### config.mk
export PLATFORM = sky130hd
export DESIGN_NAME = branch_commit_updater
export DESIGN_NICKNAME = d
export VERILOG_FILES = /design/src/rtl/branch_commit_updater.sv
export SDC_FILE = /design/constraint.sdc
export NUM_CORES = 1
export LEC_CHECK = 0
export CAP_MARGIN = 15
export CORE_ASPECT_RATIO = 1.25
export CORE_MARGIN = 4
export CORE_UTILIZATION = 35
export DETAILED_ROUTE_END_ITERATION = 8
export GPL_ROUTABILITY_DRIVEN = 0
export PLACE_DENSITY = 0.6
export REMOVE_ABC_BUFFERS = 1
export SYNTH_ARGS = -nofsm -noshare
export SYNTH_HDL_FRONTEND = slang
export SYNTH_SLANG_ARGS = --single-unit
### constraint.sdc
create_clock -name clk -period 8.5 [get_ports clk]
set_input_delay 1.275 -clock clk [delete_from_list [all_inputs] [get_ports clk]]
set_output_delay 1.275 -clock clk [all_outputs]
set_load 0.005 [all_outputs]
### src/rtl/branch_commit_updater.sv
// Commit-side branch outcome queue feeding the 2-bit predictor and mispredict flush.
// Optional BRANCH_STATS_EN adds saturating branch/mispredict counters.
module branch_commit_updater #(
    parameter int QUEUE_DEPTH = 4,
    parameter int ADDR_WIDTH  = 32
) (
    input  logic                  clk,
    input  logic                  rst,
    input  logic                  rdy,
    input  logic                  c0_valid,
    input  logic                  c0_is_branch,
    input  logic [ADDR_WIDTH-1:0] c0_pc,
    input  logic                  c0_taken,
    input  logic                  c0_pred_taken,
    input  logic [ADDR_WIDTH-1:0] c0_target,
    input  logic                  c1_valid,
    input  logic                  c1_is_branch,
    input  logic [ADDR_WIDTH-1:0] c1_pc,
    input  logic                  c1_taken,
    input  logic                  c1_pred_taken,
    input  logic [ADDR_WIDTH-1:0] c1_target,
    output logic                  commit_ready,
    output logic                  ROB_input_valid,
    output logic                  ROB_hit,
    output logic [ADDR_WIDTH-1:0] ROB_pc,
    output logic                  IF_flush,
    output logic [ADDR_WIDTH-1:0] IF_redirect_pc
`ifdef BRANCH_STATS_EN
    ,
    output logic [31:0]           stat_branches,
    output logic [31:0]           stat_mispredicts
`endif
);

    localparam int PTR_W = $clog2(QUEUE_DEPTH);
    localparam int CNT_W = PTR_W + 1;

    logic [ADDR_WIDTH-1:0]  pc_mem [QUEUE_DEPTH];
    logic [QUEUE_DEPTH-1:0] hit_mem;

    logic [PTR_W-1:0] head;
    logic [PTR_W-1:0] tail;
    logic [CNT_W-1:0] count;

    logic                  qual0;
    logic                  qual1;
    logic                  miss0;
    logic                  miss1;
    logic                  pop;
    logic [CNT_W-1:0]      push_n;
    logic [PTR_W-1:0]      wr1_ptr;
    logic [ADDR_WIDTH-1:0] redir0;
    logic [ADDR_WIDTH-1:0] redir1;

    // Two free slots are required so a dual-branch commit can never overflow.
    assign commit_ready = (count <= CNT_W'(QUEUE_DEPTH - 2));

    always_comb begin
        qual0   = c0_valid & c0_is_branch & commit_ready & rdy;
        miss0   = qual0 & (c0_taken ^ c0_pred_taken);
        // Slot 1 is on the wrong path once slot 0 mispredicts.
        qual1   = c1_valid & c1_is_branch & commit_ready & rdy & ~miss0;
        miss1   = qual1 & (c1_taken ^ c1_pred_taken);
        pop     = rdy & (count != '0);
        push_n  = CNT_W'(qual0) + CNT_W'(qual1);
        wr1_ptr = tail + PTR_W'(qual0);
        redir0  = c0_taken ? c0_target : c0_pc + ADDR_WIDTH'(4);
        redir1  = c1_taken ? c1_target : c1_pc + ADDR_WIDTH'(4);
    end

    always_ff @(posedge clk) begin
        if (qual0) begin
            pc_mem[tail]  <= c0_pc;
            hit_mem[tail] <= c0_taken;
        end
        if (qual1) begin
            pc_mem[wr1_ptr]  <= c1_pc;
            hit_mem[wr1_ptr] <= c1_taken;
        end
    end

    always_ff @(posedge clk) begin
        if (rst) begin
            head            <= '0;
            tail            <= '0;
            count           <= '0;
            ROB_input_valid <= 1'b0;
            ROB_hit         <= 1'b0;
            ROB_pc          <= '0;
            IF_flush        <= 1'b0;
            IF_redirect_pc  <= '0;
        end else if (rdy) begin
            head            <= head + PTR_W'(pop);
            tail            <= tail + PTR_W'(push_n);
            count           <= count + push_n - CNT_W'(pop);
            ROB_input_valid <= pop;
            if (pop) begin
                ROB_pc  <= pc_mem[head];
                ROB_hit <= hit_mem[head];
            end
            IF_flush <= miss0 | miss1;
            if (miss0) begin
                IF_redirect_pc <= redir0;
            end else if (miss1) begin
                IF_redirect_pc <= redir1;
            end
        end
    end

`ifdef BRANCH_STATS_EN
    logic [32:0] br_sum;

    assign br_sum = {1'b0, stat_branches} + 33'(push_n);

    always_ff @(posedge clk) begin
        if (rst) begin
            stat_branches    <= '0;
            stat_mispredicts <= '0;
        end else if (rdy) begin
            stat_branches <= br_sum[32] ? 32'hFFFF_FFFF : br_sum[31:0];
            if ((miss0 | miss1) && (stat_mispredicts != 32'hFFFF_FFFF)) begin
                stat_mispredicts <= stat_mispredicts + 32'd1;
            end
        end
    end
`endif

endmodule

# Word level (Yosys, flattened, before mapping)
# Memory sizes are Yosys's and may differ from the RTL's. A register that Yosys moved wholly into a read port is not among the register bits.
# Cells that the tools add are included.
# totals
elab_cells	61
mem_count	1
regBits	46
out_inout_bits	68
ramBits	128
# classes
n_addsub	8
n_mux	18
bitwise_logic	14
magnitude_cmp	6
n_reduce_logical	6
# mem_list
memory	depth	word_bits	rd	rd_clocked_by_memory_dff	wr	line	source
pc_mem	4	32	1	1	2	38	logic [ADDR_WIDTH-1:0] pc_mem [QUEUE_DEPTH];
# op_table
operator	n
32-bit 2-to-1 mux	4
32-bit by 3-bit adder with 32-bit output, second input constant	2
1-bit bitwise AND	10
2-bit by 3-bit < comparator with 1-bit output, second input constant	3
4-bit bitwise mux	2
4-bit 2-to-1 mux	2
1-bit 2-to-1 mux	7
2-bit by 1-bit adder with 2-bit output	2
1-bit demux with 2-bit select	2
2-bit by 1-bit greater-or-equal comparator with 1-bit output, second input constant	2
2-bit AND reduction	2
3-bit by 2-bit adder with 3-bit output	1
3-bit by 2-bit less-or-equal comparator with 1-bit output, second input constant	1
3-bit nonzero test	1
3-bit by 1-bit subtractor with 3-bit output	1
1-bit by 1-bit adder with 2-bit output	1
2-bit adder	1
1-bit binary-select mux with 2-bit select	1
1-bit logical AND	2
2-bit nonzero test	1
1-bit bitwise XOR	2
1-bit inverter	1
1-bit bitwise OR	1

# Logic depth before layout (Yosys ltp)
# Gate-level depths: netlist of the first run.
# depth
ltp_word	10
depth_mapped	16
mapped_depth_nobuf	15

# Least setup slack after synthesis of the first run
# No wires, ideal clock.
# synth_path
path_type	input port to flip-flop
startpoint	input rdy
endpoint	memory pc_mem[3][0], enable pin
setup_time_ps	389
arrival_time_ps	3487
path_stages	9
setup_slack_ps	4624
path_cell_list	buf_2 -> nand4_1 -> inv_1 -> ha_1 -> xor2_1 -> nand3_1 -> buf_2 -> buf_2 -> nand2_1
# synth_lines
element	line	source
start: declaration	9	input logic rdy,
end: declaration	38	

==> impl_metrics.toml, run 1 <==
[outcome]
outcome = "finished clean"

[sta]
fin_crit_ps = 5320
fmax_ghz = 0.188
skew_ps = 11.8
slew_violations = 0
tns_ps = 0
fin_crit_sh_pct = 62.5
final-hold-violation-count = 0
rsz0062_at_grt = "false"
slew_headroom_pct = 19.2
tightest_slew_ps = 1200
setup_viol = 0

[clock_network]
post_cts.repair.setup_buffers = 0
numCtsBuffers = 24
h-tree-depth = 1
clock_latency_ps = 520
cts_root_buffer = "clkbuf_16"
cts.hold.buffers_added = 0
cts.sinks = 206
cts_tree = "done"
clk_pin_slew_ps = 60
cts_resized = 0
cts_buffer_depth = 3

[final_layout]
drive_gt1_share_pct = 20.5
fin_cells = 1582
design_area_um2 = 14400
nets = 1301
fill_cells = 3016
fin_util_pct = 45.2
syn_to_final_growth_pct = 27.9
antenna_cells = 0

[global_routing]
grt_pass1_vias = 8880
grt_usage_pct = 19.9
top_usage_layer = "met2"
grt_max_degree = 69
overflow = 0
use_met2_pct = 35.6
grt_pass1_wl_um = 54400
antenna_found_initial = 0
gr-usage-met1_pct = 25.5
gr-usage-met3_pct = 3.55

[pwr]
p_sw_share_pct = 26.0
p_switching_uw = 725
power_frac_seq_pct = 42.1
p_leak_nw = 4.83
p_clk_share_pct = 38.7
p_per_area_nw_per_um2 = 194
p_int_mw = 2.06
ir_drop_uv = 111
p_comb_share_pct = 19.2

[yosys]
synth_ff_type = "edfxtp_1"
synth_edf_count = 128
ys_seq_area_share_pct = 48.1
ys_types = 64
netlist_instances = 986
ys_seq_elements = 206
synth.avg_cell_area_um2 = 11.4
syn_area_um2 = 11200
yosys_warnings = 0
synthArstFlopShare_pct = 0

[die]
core_area_um2 = 31800
row_count = 73
die_x_um = 168
start_util_pct = 35.3
fp.dieH_um = 208
ios = 207
die-area_um2 = 35000

[routing]
final_antenna_net_count = 0
drt-initial-drc-count = 623
routedWlPerCell_um = 22.9
dr.pass1.iters = 5
drcViolationCount = 0
vias = 8526
wl_um = 36200
avgViaCountPerCell = 5.39

[place]
io_buffers = 206
dp.final_hpwl_um = 24400
post-place-cells = 1538
place_area_um2 = 13600

[worst_setup_path]
cpPeakStageDelay_ps = 1040
path_cells = "clkdlybuf4s50_1 -> nand4_1 -> inv_1 -> ha_1 -> xor2_1 -> nand3_2 -> nand2_1 -> buf_4"
crit_required_ps = 8700
cp-start-kind = "input port"
critPathKind = "input port to register"
crit_arrival_ps = 5510
end_kind = "register"
crit_slowest_cell = "nand2_1"
crit_fanout = 38

[run]
maxCapViolCount = 0

[hold_path]
hp-class = "register to register"
-- routing by layer --
metal,share of wire [%],vias to the layer above
met5,0,-
met4,1.2,0
met3,6.4,35
met2,50,291
met1,42,4199
li1,-,4001
-- critical path, delay by kind of cell --
| kind | cells | cell delay [ps] |
|---|---|---|
| buf+inv | 3 | 1370 |
| simple gates | 3 | 2280 |
| fa+ha+maj | 1 | 230 |
| xor+xnor | 1 | 330 |
-- area by class of cell --
class | count | area (um^2) | share of cell area [%]
multi-input cells | 679 | 5390 | 37.5
clock inverters | 10 | 126 | 0.879
well taps | 412 | 515 | 3.59
inverters | 20 | 75.1 | 0.522
repair buffers | 221 | 2160 | 15.1
flip-flops and latches | 206 | 5410 | 37.6
clock buffers | 34 | 689 | 4.80
-- metrics by stage --
step	hold WS [ps]	power, mW	setup WS [ps]
floorplan	447	1.45	4020
global placement	442	1.73	2750
detailed placement	447	1.74	2590
CTS	456	2.81	3150
global route	476	2.91	2910
finish	451	2.79	3180
-- synthesized netlist by cell type, types with 2 or more instances --
cell      number  area share [%]
inv_1         17            0.57
a221oi_1       8            0.62
a221o_1        2            0.18
mux2_2       120              12
a21o_1         2            0.13
nand4_1       19             1.1
a222oi_1       4            0.36
edfxtp_1     128              34
a22oi_1        4            0.27
buf_6          2            0.20
clkbuf_2       2           0.089
ha_1           9             1.0
nand2b_1       6            0.33
o211ai_1      11            0.74
nor4_1        10            0.56
buf_1          4            0.13
buf_4          6            0.40
a31oi_1        3            0.17
mux4_2        33             6.6
nand3_1       26             1.2
mux2i_1       25             2.2
o31a_1         2            0.16
and3_1         9            0.50
buf_2         32             1.4
a21oi_1       54             2.4
nor3_1        12            0.53
nand4_2        3            0.33
inv_2          2           0.067
or2_2          2            0.11
nor2_1        43             1.4
dfxtp_1       78              14
and4_1         4            0.31
nor4_2         2            0.22
a211oi_1      15             1.0
clkbuf_1      35             1.2
o21ai_0       40             1.8
nand2_1      122             4.1
or3_1          4            0.22
xnor2_1       40             3.1
nor3_4         2            0.29
xor2_1        21             1.6
-- final timing paths --
| check | from | depth (start not counted) | slack (ps) | endpoint |
|---|---|---|---|---|
| worst max-delay path | rdy | 8 | 3180 | pc_mem[3][18] |
| worst min-delay path | ROB_pc[13] | 2 | 450 | ROB_pc[13] |
| worst max register to register | count[1] | 8 | 4130 | pc_mem[3][18] |
| worst min register to register | ROB_pc[13] | 2 | 450 | ROB_pc[13] |
-- registers in the layout, summed over array words and instances (netlist names) --
| register | flops |
|---|---|
| pc_mem | 128 |
| IF_redirect_pc | 32 |
| ROB_pc | 32 |
| hit_mem | 4 |
| count | 3 |
| head | 2 |
| tail | 2 |
| IF_flush | 1 |
| ROB_hit | 1 |
| ROB_input_valid | 1 |
-- cell usage in the layout (no fill, tap or decap), types with 33 or more instances in the layout --
cell type and n:
xnor2_1 40, edfxtp_1 128, mux4_2 33, o21ai_0 40, nor2_1 42, nand2_1 122, clkdlybuf4s50_1 204, a21oi_1 54
mux2_2 120, dfxtp_1 76
-- logic make-up after synthesis --
logic type                 share of synthesized area, %
and+or+nand+nor                                    12.5
DFF                                                48.1
muxes                                              20.9
AOI/OAI and AO/OA                                  8.39
buffers and inverters                              4.09
xor gates and xnor gates                           4.90
adders and majority gates                          1.18
-- power groups by stage --
stage / Combinational, mW / Sequential, mW / Clock [mW]
2_1_floorplan: 0.246 / 1.20 / 0
3_3_place_gp: 0.535 / 1.19 / 0
3_5_place_dp: 0.540 / 1.20 / 0
4_1_cts: 0.544 / 1.18 / 1.09
5_1_grt: 0.584 / 1.18 / 1.14
6_report: 0.535 / 1.17 / 1.08
(Power assumes the default switching activity.)
==> run 2, diff against run 1 <==
- clock period: 8.5 -> 5.45 ns (I/O delays scaled with it)
==> run 2 against run 1 <==
Effect of this change: sequential share of layout area grew 0.35 points; largest power group unchanged; critical path type unchanged; highest routed layer unchanged; clock skew up 0.73 ps; first-iteration DRC count decreased by 4.2%.
==> impl_metrics.toml, run 2 (synthesis results as in run 1) <==
[global_routing]
antenna_found_initial = 0
grt_usage_pct = 20.4
grt_pass1_wl_um = 55600
overflow = 0
grt_pass1_vias = 8934
grt_max_degree = 61

[routing]
avgViaCountPerCell = 5.39
drcViolationCount = 0
drt-initial-drc-count = 597
routedWlPerCell_um = 23.2
final_antenna_net_count = 0
vias = 8520
wl_um = 36700
dr.pass1.iters = 5

[clock_network]
clk_pin_slew_ps = 60
cts_buffer_depth = 3
cts_tree = "done"
post_cts.repair.setup_buffers = 0
numCtsBuffers = 23
h-tree-depth = 1
cts.hold.buffers_added = 0
cts.sinks = 206
cts_resized = 0
cts_root_buffer = "clkbuf_16"
clock_latency_ps = 510

[final_layout]
nets = 1302
antenna_cells = 0
max_flop_register = "pc_mem"
syn_to_final_growth_pct = 26.8
largest_reg_flops = 128
design_area_um2 = 14200
final_common_cell = "clkdlybuf4s50_1"
drive_gt1_share_pct = 20.1
reg.largest.list = "pc_mem (128), IF_redirect_pc (32), ROB_pc (32)"
multi_input_area_um2 = 5390
fill_cells = 2978
final-seq-area_um2 = 5410
fin_util_pct = 44.8
mostFrequentLayoutCells = "204 x clkdlybuf4s50_1, 128 x edfxtp_1, 122 x nand2_1, 120 x mux2_2, 76 x dfxtp_1"

[sta]
tightest_slew_ps = 1080
skew_ps = 12.6
setup_viol = 0
fin_ws_ps = 1740
fin_crit_sh_pct = 68.0
rsz0062_at_grt = "false"
fin_crit_ps = 3710
final-hold-violation-count = 0
fin_hold_ws_ps = 452
slew_headroom_pct = 28.2
tns_ps = 0
fmax_ghz = 0.270
slew_violations = 0

[die]
core_area_um2 = 31800
die_x_um = 168
start_util_pct = 35.3
fp.dieH_um = 208
die-area_um2 = 35000
ios = 207
row_count = 73

[worst_setup_path]
critPathKind = "input port to register"
cp_num_buf_inv = 3
end_kind = "register"
crit_required_ps = 5700
path_cells = "clkdlybuf4s50_1 -> nand4_1 -> inv_1 -> ha_1 -> xnor2_1 -> nand3_2 -> buf_4 -> mux2_2"
cp-start-kind = "input port"
cpPeakStageDelay_ps = 740
critPathTopFamily = "buffers and inverters"
crit_slowest_cell = "clkdlybuf4s50_1"
crit_fanout = 23
crit_arrival_ps = 3960

[pwr]
p_per_area_nw_per_um2 = 287
ir_drop_uv = 158
p_leak_nw = 4.77

[place]
dp.final_hpwl_um = 25100
place_area_um2 = 13600
post-place-ws_ps = 1250
io_buffers = 206

[hold_path]
hp-class = "register to register"

[run]
maxCapViolCount = 0

[outcome]
outcome = "finished clean"
## run 2: changes by cell type in the layout (fill, tap and decap cells not counted), moves of 2 or more
cell and delta:
bufinv_16 -3, clkbuf_16 -2, clkbuf_8 -2, clkinv_2 +2
## run 2: stage by stage
step	power, mW	instances
floorplan	2.25	905
global placement	2.70	1540
detailed placement	2.71	1540
CTS	4.13	1580
global route	4.27	1580
finish	4.09	1580
## run 2: worst paths after layout
path                   endpoint  cells past startpoint       start  slack, ps
setup / recovery  pc_mem[1][22]                      8         rdy       1740
hold / removal       ROB_pc[23]                      2  ROB_pc[23]        450
hold reg to reg      ROB_pc[23]                      2  ROB_pc[23]        450
setup reg to reg  pc_mem[1][22]                      8    count[0]       2260
## run 2: final cells by class
cell class,instances,area share (%)
multi-input cells,679,37.8
flip-flops and latches,206,38.0
well taps,412,3.62
clock buffers,31,4.32
repair buffers,223,15.4
inverters,20,0.527
clock inverters,9,0.316
## run 2: report_power, final
group | internal [mW] | leakage [nW] | switching [mW] | total, mW
clock network | 0.789 | 0.327 | 0.633 | 1.42
logic | 0.421 | 2.65 | 0.404 | 0.825
registers | 1.77 | 1.80 | 0.0705 | 1.84
total | 2.98 | 4.77 | 1.11 | 4.09
## run 2: worst min-delay path: stages (launching register included)
cell and delay [ps]:
dfxtp_1 310, nand2_1 50, a21oi_1 50
## run 2: metal layers
| layer | wire length [um] | track usage [%] | vias up |
|---|---|---|---|
| li1 | - | - | 4002 |
| met1 | 15900 | 27.4 | 4188 |
| met2 | 17800 | 34.2 | 282 |
| met3 | 2040 | 3.19 | 48 |
| met4 | 936 | 5.60 | 0 |
| met5 | 0 | 0 | - |
